## config.mk

```make
export PLATFORM = sky130hd
export DESIGN_NAME = alu_issue_ctrl
export DESIGN_NICKNAME = d
export VERILOG_FILES = /design/src/rtl/alu_issue_ctrl.sv
export SDC_FILE = /design/constraint.sdc
export NUM_CORES = 1
export LEC_CHECK = 0
export CORE_MARGIN = 5
export CORE_UTILIZATION = 54
export CTS_CLUSTER_DIAMETER = 30
export DETAILED_ROUTE_END_ITERATION = 8
export PLACE_DENSITY = 0.77
export RECOVER_POWER = 25
export SYNTH_ARGS = -nofsm -noshare
export SYNTH_HDL_FRONTEND = slang
export SYNTH_SLANG_ARGS = --single-unit
```

## constraint.sdc

```tcl
create_clock -name clk -period 5.9 [get_ports clk]
set_clock_uncertainty 0.15 [all_clocks]
set_input_delay 1.18 -clock clk [delete_from_list [all_inputs] [get_ports clk]]
set_output_delay 1.18 -clock clk [all_outputs]
set_load 0.05 [all_outputs]
```

## src/rtl/alu_issue_ctrl.sv

```systemverilog
// alu_issue_ctrl: issue/retire controller in front of a 3-stage pipelined ALU.
//
// Purpose:
//   Accepts ops over a valid/ready handshake and registers the operands and
//   opcode into the ALU. A 5-deep valid/tag pipe follows each op through the
//   ALU. result/c/v are captured one edge before z/n so that all four flags
//   line up. Completed results go into a small circular FIFO. Credit-based
//   admission keeps the FIFO from ever overflowing.
//
// Ports:
//   clk, rst                 clock, asynchronous active-high reset
//   in_valid/in_ready        op request handshake
//   in_a, in_b, in_op        operands and opcode
//   in_tag                   user tag carried with the op
//   alu_a, alu_b, alu_op     registered drive into the ALU
//   alu_result, alu_c/v      ALU outputs, valid 2 edges after operand sampling
//   alu_z, alu_n             ALU flags, valid 3 edges after operand sampling
//   out_valid/out_ready      FIFO head handshake
//   out_result, out_c/v/z/n  head entry data
//   out_tag                  head entry tag
//   busy                     an op is in flight or the FIFO is non-empty
module alu_issue_ctrl #(
  parameter int WIDTH = 8,
  parameter int TAG_W = 4,
  parameter int DEPTH = 4
) (
  input  logic             clk,
  input  logic             rst,
  input  logic             in_valid,
  output logic             in_ready,
  input  logic [WIDTH-1:0] in_a,
  input  logic [WIDTH-1:0] in_b,
  input  logic [2:0]       in_op,
  input  logic [TAG_W-1:0] in_tag,
  output logic [WIDTH-1:0] alu_a,
  output logic [WIDTH-1:0] alu_b,
  output logic [2:0]       alu_op,
  input  logic [WIDTH-1:0] alu_result,
  input  logic             alu_c,
  input  logic             alu_v,
  input  logic             alu_z,
  input  logic             alu_n,
  output logic             out_valid,
  input  logic             out_ready,
  output logic [WIDTH-1:0] out_result,
  output logic             out_c,
  output logic             out_v,
  output logic             out_z,
  output logic             out_n,
  output logic [TAG_W-1:0] out_tag,
  output logic             busy
);

  localparam int PW = $clog2(DEPTH);
  localparam int CW = $clog2(DEPTH + 1);
  localparam int SW = CW + 3;

  logic [4:0]       pv;
  logic [TAG_W-1:0] pt [0:4];

  logic [WIDTH-1:0] align_result;
  logic             align_c;
  logic             align_v;

  logic [WIDTH-1:0] mem_r [0:DEPTH-1];
  logic [3:0]       mem_f [0:DEPTH-1];   // {c, v, z, n}
  logic [TAG_W-1:0] mem_t [0:DEPTH-1];
  logic [PW-1:0]    wr_ptr;
  logic [PW-1:0]    rd_ptr;
  logic [CW-1:0]    count;

  logic             accept;
  logic             push;
  logic             pop;
  logic [2:0]       inflight;
  logic [SW-1:0]    credit;

  assign accept = in_valid & in_ready;
  assign push   = pv[4];
  assign pop    = out_valid & out_ready;

  always_comb begin
    inflight = '0;
    for (int i = 0; i < 5; i++) inflight = inflight + {2'b00, pv[i]};
  end

  // Every op already in the pipe is given a FIFO slot when it is admitted,
  // so a push can never meet a full FIFO. This uses registered state only.
  assign credit   = SW'(count) + SW'(inflight);
  assign in_ready = credit < SW'(DEPTH);

  always_ff @(posedge clk or posedge rst) begin
    if (rst) begin
      alu_a  <= '0;
      alu_b  <= '0;
      alu_op <= 3'b111;
    end else if (accept) begin
      alu_a  <= in_a;
      alu_b  <= in_b;
      alu_op <= in_op;
    end
  end

  always_ff @(posedge clk or posedge rst) begin
    if (rst) begin
      pv <= '0;
      for (int i = 0; i < 5; i++) pt[i] <= '0;
    end else begin
      pv    <= {pv[3:0], accept};
      pt[0] <= in_tag;
      for (int i = 1; i < 5; i++) pt[i] <= pt[i-1];
    end
  end

  // result/c/v are valid one cycle before z/n, so hold them for one edge.
  always_ff @(posedge clk or posedge rst) begin
    if (rst) begin
      align_result <= '0;
      align_c      <= 1'b0;
      align_v      <= 1'b0;
    end else if (pv[3]) begin
      align_result <= alu_result;
      align_c      <= alu_c;
      align_v      <= alu_v;
    end
  end

  always_ff @(posedge clk or posedge rst) begin
    if (rst) begin
      wr_ptr <= '0;
      rd_ptr <= '0;
      count  <= '0;
      for (int i = 0; i < DEPTH; i++) begin
        mem_r[i] <= '0;
        mem_f[i] <= '0;
        mem_t[i] <= '0;
      end
    end else begin
      if (push) begin
        mem_r[wr_ptr] <= align_result;
        mem_f[wr_ptr] <= {align_c, align_v, alu_z, alu_n};
        mem_t[wr_ptr] <= pt[4];
        wr_ptr        <= wr_ptr + 1'b1;
      end
      if (pop) rd_ptr <= rd_ptr + 1'b1;
      case ({push, pop})
        2'b10:   count <= count + 1'b1;
        2'b01:   count <= count - 1'b1;
        default: count <= count;
      endcase
    end
  end

  assign out_valid  = (count != '0);
  assign out_result = mem_r[rd_ptr];
  assign out_c      = mem_f[rd_ptr][3];
  assign out_v      = mem_f[rd_ptr][2];
  assign out_z      = mem_f[rd_ptr][1];
  assign out_n      = mem_f[rd_ptr][0];
  assign out_tag    = mem_t[rd_ptr];
  assign busy       = (|pv) | out_valid;

endmodule

```

Word level (Yosys, flattened, before mapping)
Cells that the tools add are included.
{"block": "word_totals", "inputBits": 39, "word_cells": 68, "reg_bits": 125, "output_inout_bits": 38}
{"block": "classes", "bitwise": 5, "n_eq_ne": 2, "mux": 17, "addsub": 9, "order_cmp": 4, "n_reduce_logical": 4}
{"op": "16-bit bitwise mux", "count": 2}
{"op": "32-bit bitwise mux", "count": 1}
{"op": "8-bit 2-to-1 mux", "count": 3}
{"op": "4-bit 2-to-1 mux", "count": 5}
{"op": "4-bit binary-select mux with 2-bit select", "count": 2}
{"op": "8-bit binary-select mux with 2-bit select", "count": 1}
{"op": "8-bit demux with 2-bit select", "count": 1}
{"op": "4-bit demux with 2-bit select", "count": 1}
{"op": "3-bit by 1-bit adder with 3-bit output", "count": 2}
{"op": "3-bit greater-or-equal comparator (second input constant)", "count": 2}
{"op": "2-bit inverter with 3-bit output", "count": 2}
{"op": "3-bit case mux with 2 select lines", "count": 1}
{"op": "5-bit OR reduction", "count": 1}
{"op": "2-bit by 1-bit adder with 2-bit output (second input constant)", "count": 2}
{"op": "3-bit by 3-bit adder with 4-bit output", "count": 1}
{"op": "4-bit by 3-bit less-than comparator with 1-bit output (second input constant)", "count": 1}
{"op": "2-bit by 1-bit adder with 3-bit output", "count": 1}
{"op": "3-bit by 1-bit adder with 3-bit output (second input constant)", "count": 1}
{"op": "3-bit by 1-bit less-than comparator with 1-bit output (second input constant)", "count": 1}
{"op": "3-bit nonzero test", "count": 1}
{"op": "3-bit by 1-bit subtractor with 3-bit output (second input constant)", "count": 1}
{"op": "1-bit by 1-bit adder with 2-bit output", "count": 1}
{"op": "1-bit bitwise AND", "count": 2}
{"op": "2-bit by 1-bit == test with 1-bit output (second input constant)", "count": 1}
{"op": "other kinds (4)", "count": 4}

Depth between registers and ports, before layout
{"block": "logic_depth", "word_depth": 7, "depth_mapped": 8, "depth_no_buf": 7}

Least setup slack after synthesis
Ideal clock, no wire load.
{"block": "synth_timing", "path_type": "flip-flop to output port", "startpoint": "reg pv[0]", "endpoint": "out in_ready", "arrival_ps": 2031, "stages_incl_launch_ff": 6, "t_required_ps": 4570, "path_slack_ps": 2539, "path_buffers": 0, "cell_sequence": "dfrtp_1 -> fa_1 -> fa_1 -> ha_1 -> nor3_2 -> and2_1"}
{"block": "synth_between", "elab_chain_len": 6}
{"item": "start, declared", "line": "58", "rtl": "logic [4:0] pv;"}
{"item": "start signal, assigned", "line": "109", "rtl": "pv <= {pv[3:0], accept};"}
{"item": "1-bit by 1-bit adder with 2-bit output", "line": "84", "rtl": "for (int i = 0; i < 5; i++) inflight = inflight + {2'b00, pv[i]};"}
{"item": "2-bit by 1-bit adder with 3-bit output", "line": "84"}
{"item": "3-bit by 1-bit adder with 3-bit output (2 in a row)", "line": "84"}
{"item": "3-bit by 3-bit adder with 4-bit output", "line": "89", "rtl": "assign credit = SW'(count) + SW'(inflight);"}
{"item": "4-bit by 3-bit less-than comparator with 1-bit output", "line": "90", "rtl": "assign in_ready = credit < SW'(DEPTH);"}
{"item": "end, declared", "line": "30", "rtl": "output logic in_ready,"}
No other way between the ends.

Worst setup path after layout
{"block": "layout_timing", "startpoint": "reg pv[3]", "endpoint": "out in_ready"}
{"block": "layout_between", "elab_chain_len": 4}
{"item": "3-bit by 1-bit adder with 3-bit output (2 in a row)", "line": "84"}
{"item": "3-bit by 3-bit adder with 4-bit output", "line": "89"}
{"item": "4-bit by 3-bit less-than comparator with 1-bit output", "line": "90"}
No other way between the ends.

==> out/qor.txt <==
status = finished clean
top cells by area, synth = dfrtp_1 57%, mux2_4 17%, mux2_2 7.2%
Netlist cell types = 27
Final setup viols = 0
Max clock buf depth = 2
global-route wire length before repair = 15270 um
Synth Warn # = 0
mean post-synth cell area = 18.35 um^2
post_cts resized = 0
number of port buffers = 76
Worst-path clk slew = 60 ps
sequential element share of the synthesized area = 58.87%
Max FO, Critical Path = 13
worst-margin pin slew = 1072 ps
RSZ-0062 raised after global routing = false
Root Driver = clkbuf_8
layout cells sized above 1 = 30.57%
number of buffers created by CTS = 17
clk_lat worst skew = 500 ps
class of the worst hold path = reg -> reg
pre-CTS setup slack = 1640 ps
Synthesized Nets = 341
top cells by instance count after synthesis = 122 x dfrtp_1, 59 x mux2_4, 34 x mux2_2, 9 x ha_1, 9 x inv_1
Final Worst Setup Slack = 1095 ps
Die Span X = 109.3 um
Fin. Hold Viols = 0
Initial Util = 54.94%
number of H-tree levels = 4
ANT nets after route = 0
Max Fclk = 0.2081 GHz
most common cell in the synthesized netlist = dfrtp_1
Yosys top cell by area = dfrtp_1
Post-CTS Setup Bufs = 0
CTS Hold Bufs = 0
FF-to-FF End = alu_a[2]
Register-to-Register Path Depth = 6
initial antenna violation count = 2
die span in y = 109.3 um
final net count = 425
top-area cell type share of the netlist area = 57.38%
total track usage = 17.23%
Post-synth EDFFs = 0
final worst path period share = 81.44%
WL final = 9244 um
arrival time worst endpoint = 3470 ps
synthesis-to-finish area growth = 23.89%
FF-to-FF setup slack = 2830 ps
multi-input logic area = 1914 um^2
DR vias/cell = 5.060
Reg area = 3132 um^2
fin cells = 521
# DRC = 0
post-DP HPWL = 5655 um
WS Path Type = reg -> out
# fillers = 665
worst path required time = 4570 ps
Synth Flop Type = dfrtp_1
largest net degree at the start of global routing = 90
endpoint class of the critical path = primary output
# IOs = 77
Yosys reg bits = 125
Row Count = 36
initial drt markers = 102
1st-pass router iterations = 4
crit path to = in_ready
Worst Setup SP = pv[3]
CTS tree = built
die area = 11940 um^2
Syn Inst Count = 290
Placed Cells = 488
Final Max Tran Viols = 0
Placer Congestion = 0.6742
Clock Sinks = 125
Slew HR = 28.55%
max cap viols = 0
Placeable Area = 9684 um^2
Final Util = 68.06%
Startpoint Class = flip-flop
Vias = 2636
number of global-route vias before repair = 2988
Setup TNS = 0 ps
post-synthesis instance area = 5320 um^2
Tmin final = 4805 ps
async set-reset flop share out of synthesis = 100.0%
routed len/inst = 17.74 um
worst r2r src = pv[3]
grt ovf = 0
## stage by stage
stage | cell area, um^2 | hold WS, ps
2_1_floorplan | 5320 | 181.2
3_3_place_gp | 6118 | 182.2
3_5_place_dp | 6118 | 184.7
4_1_cts | 6688 | 198.9
5_1_grt | 6591 | 207.5
6_report | 6591 | 195.4
## registers in the layout, indices dropped and copies added, names as in the netlist, 3 cells and up
name and count:
pv 5, mem_r 32, alu_op 3, align_result 8, mem_f 16, pt 20, count 3, alu_a 8
mem_t 16, alu_b 8
## final cells by class
class,instances,share of cell area (%)
flip-flops and latches,125,47.51
inverters,9,0.5505
well taps,133,2.525
clock inverters,12,2.240
clock buffers,19,6.397
multi-input cells,144,29.04
diodes,2,0.07593
repair buffers,77,11.66
## cells in the final DEF (no fill, tap or decap), types with 2 or more instances in the layout
cell             count
clkinv_2             5
clkinv_4             2
mux2_2              34
nand2_1              6
nor2_1               2
diode_2              2
mux2_4              40
clkbuf_16           16
fa_1                 3
dfstp_2              3
clkbuf_1             2
dfrtp_1            122
clkinvlp_4           2
bufinv_16            3
mux4_1               8
dlygate4sd3_1       15
xor2_1               4
clkdlybuf4s50_1     61
mux2_1              19
mux4_2               8
xnor2_1              2
ha_1                 9
inv_1                8
## routing by layer
metal | vias to the layer above | track usage [%] | part of all wire, % | routed length [um]
li1 | 1214 | - | - | -
met1 | 1347 | 21.69 | 43 | 3939
met2 | 69 | 27.59 | 51 | 4722
met3 | 6 | 7.105 | 5.6 | 515
met4 | 0 | 4.898 | 0.72 | 67
met5 | - | 0 | 0 | 0
## worst max-delay path: stages, from the launching register on
cell and delay [ps]:
dfrtp_1 720, fa_1 530, fa_1 380, ha_1 290, nand3_1 100, and2_1 140
clkdlybuf4s50_1 800
## logic make-up after synthesis
| family | after synthesis | share of synthesized area, % |
|---|---|---|
| flops | 125 | 58.87 |
| mux | 110 | 31.37 |
| buf+inv | 21 | 3.245 |
| simple gates | 14 | 2.023 |
| fa+ha+maj | 12 | 3.246 |
| xor+xnor | 6 | 0.9878 |
| compound gates | 2 | 0.2586 |
## worst min-delay path by stage
stage               startpoint  endpoint  slack, ps  depth (start not counted)
floorplan                pt[4]     pt[0]        180                          0
CTS                      pt[6]     pt[2]        200                          0
global route             pt[7]     pt[3]        210                          0
global placement        pt[18]    pt[14]        180                          0
finish                  pt[11]     pt[7]        200                          0
detailed placement      pt[17]    pt[13]        180                          0
Power is not shown: default switching activity piles up to over one toggle a cycle in this logic, so the estimate is an artifact.
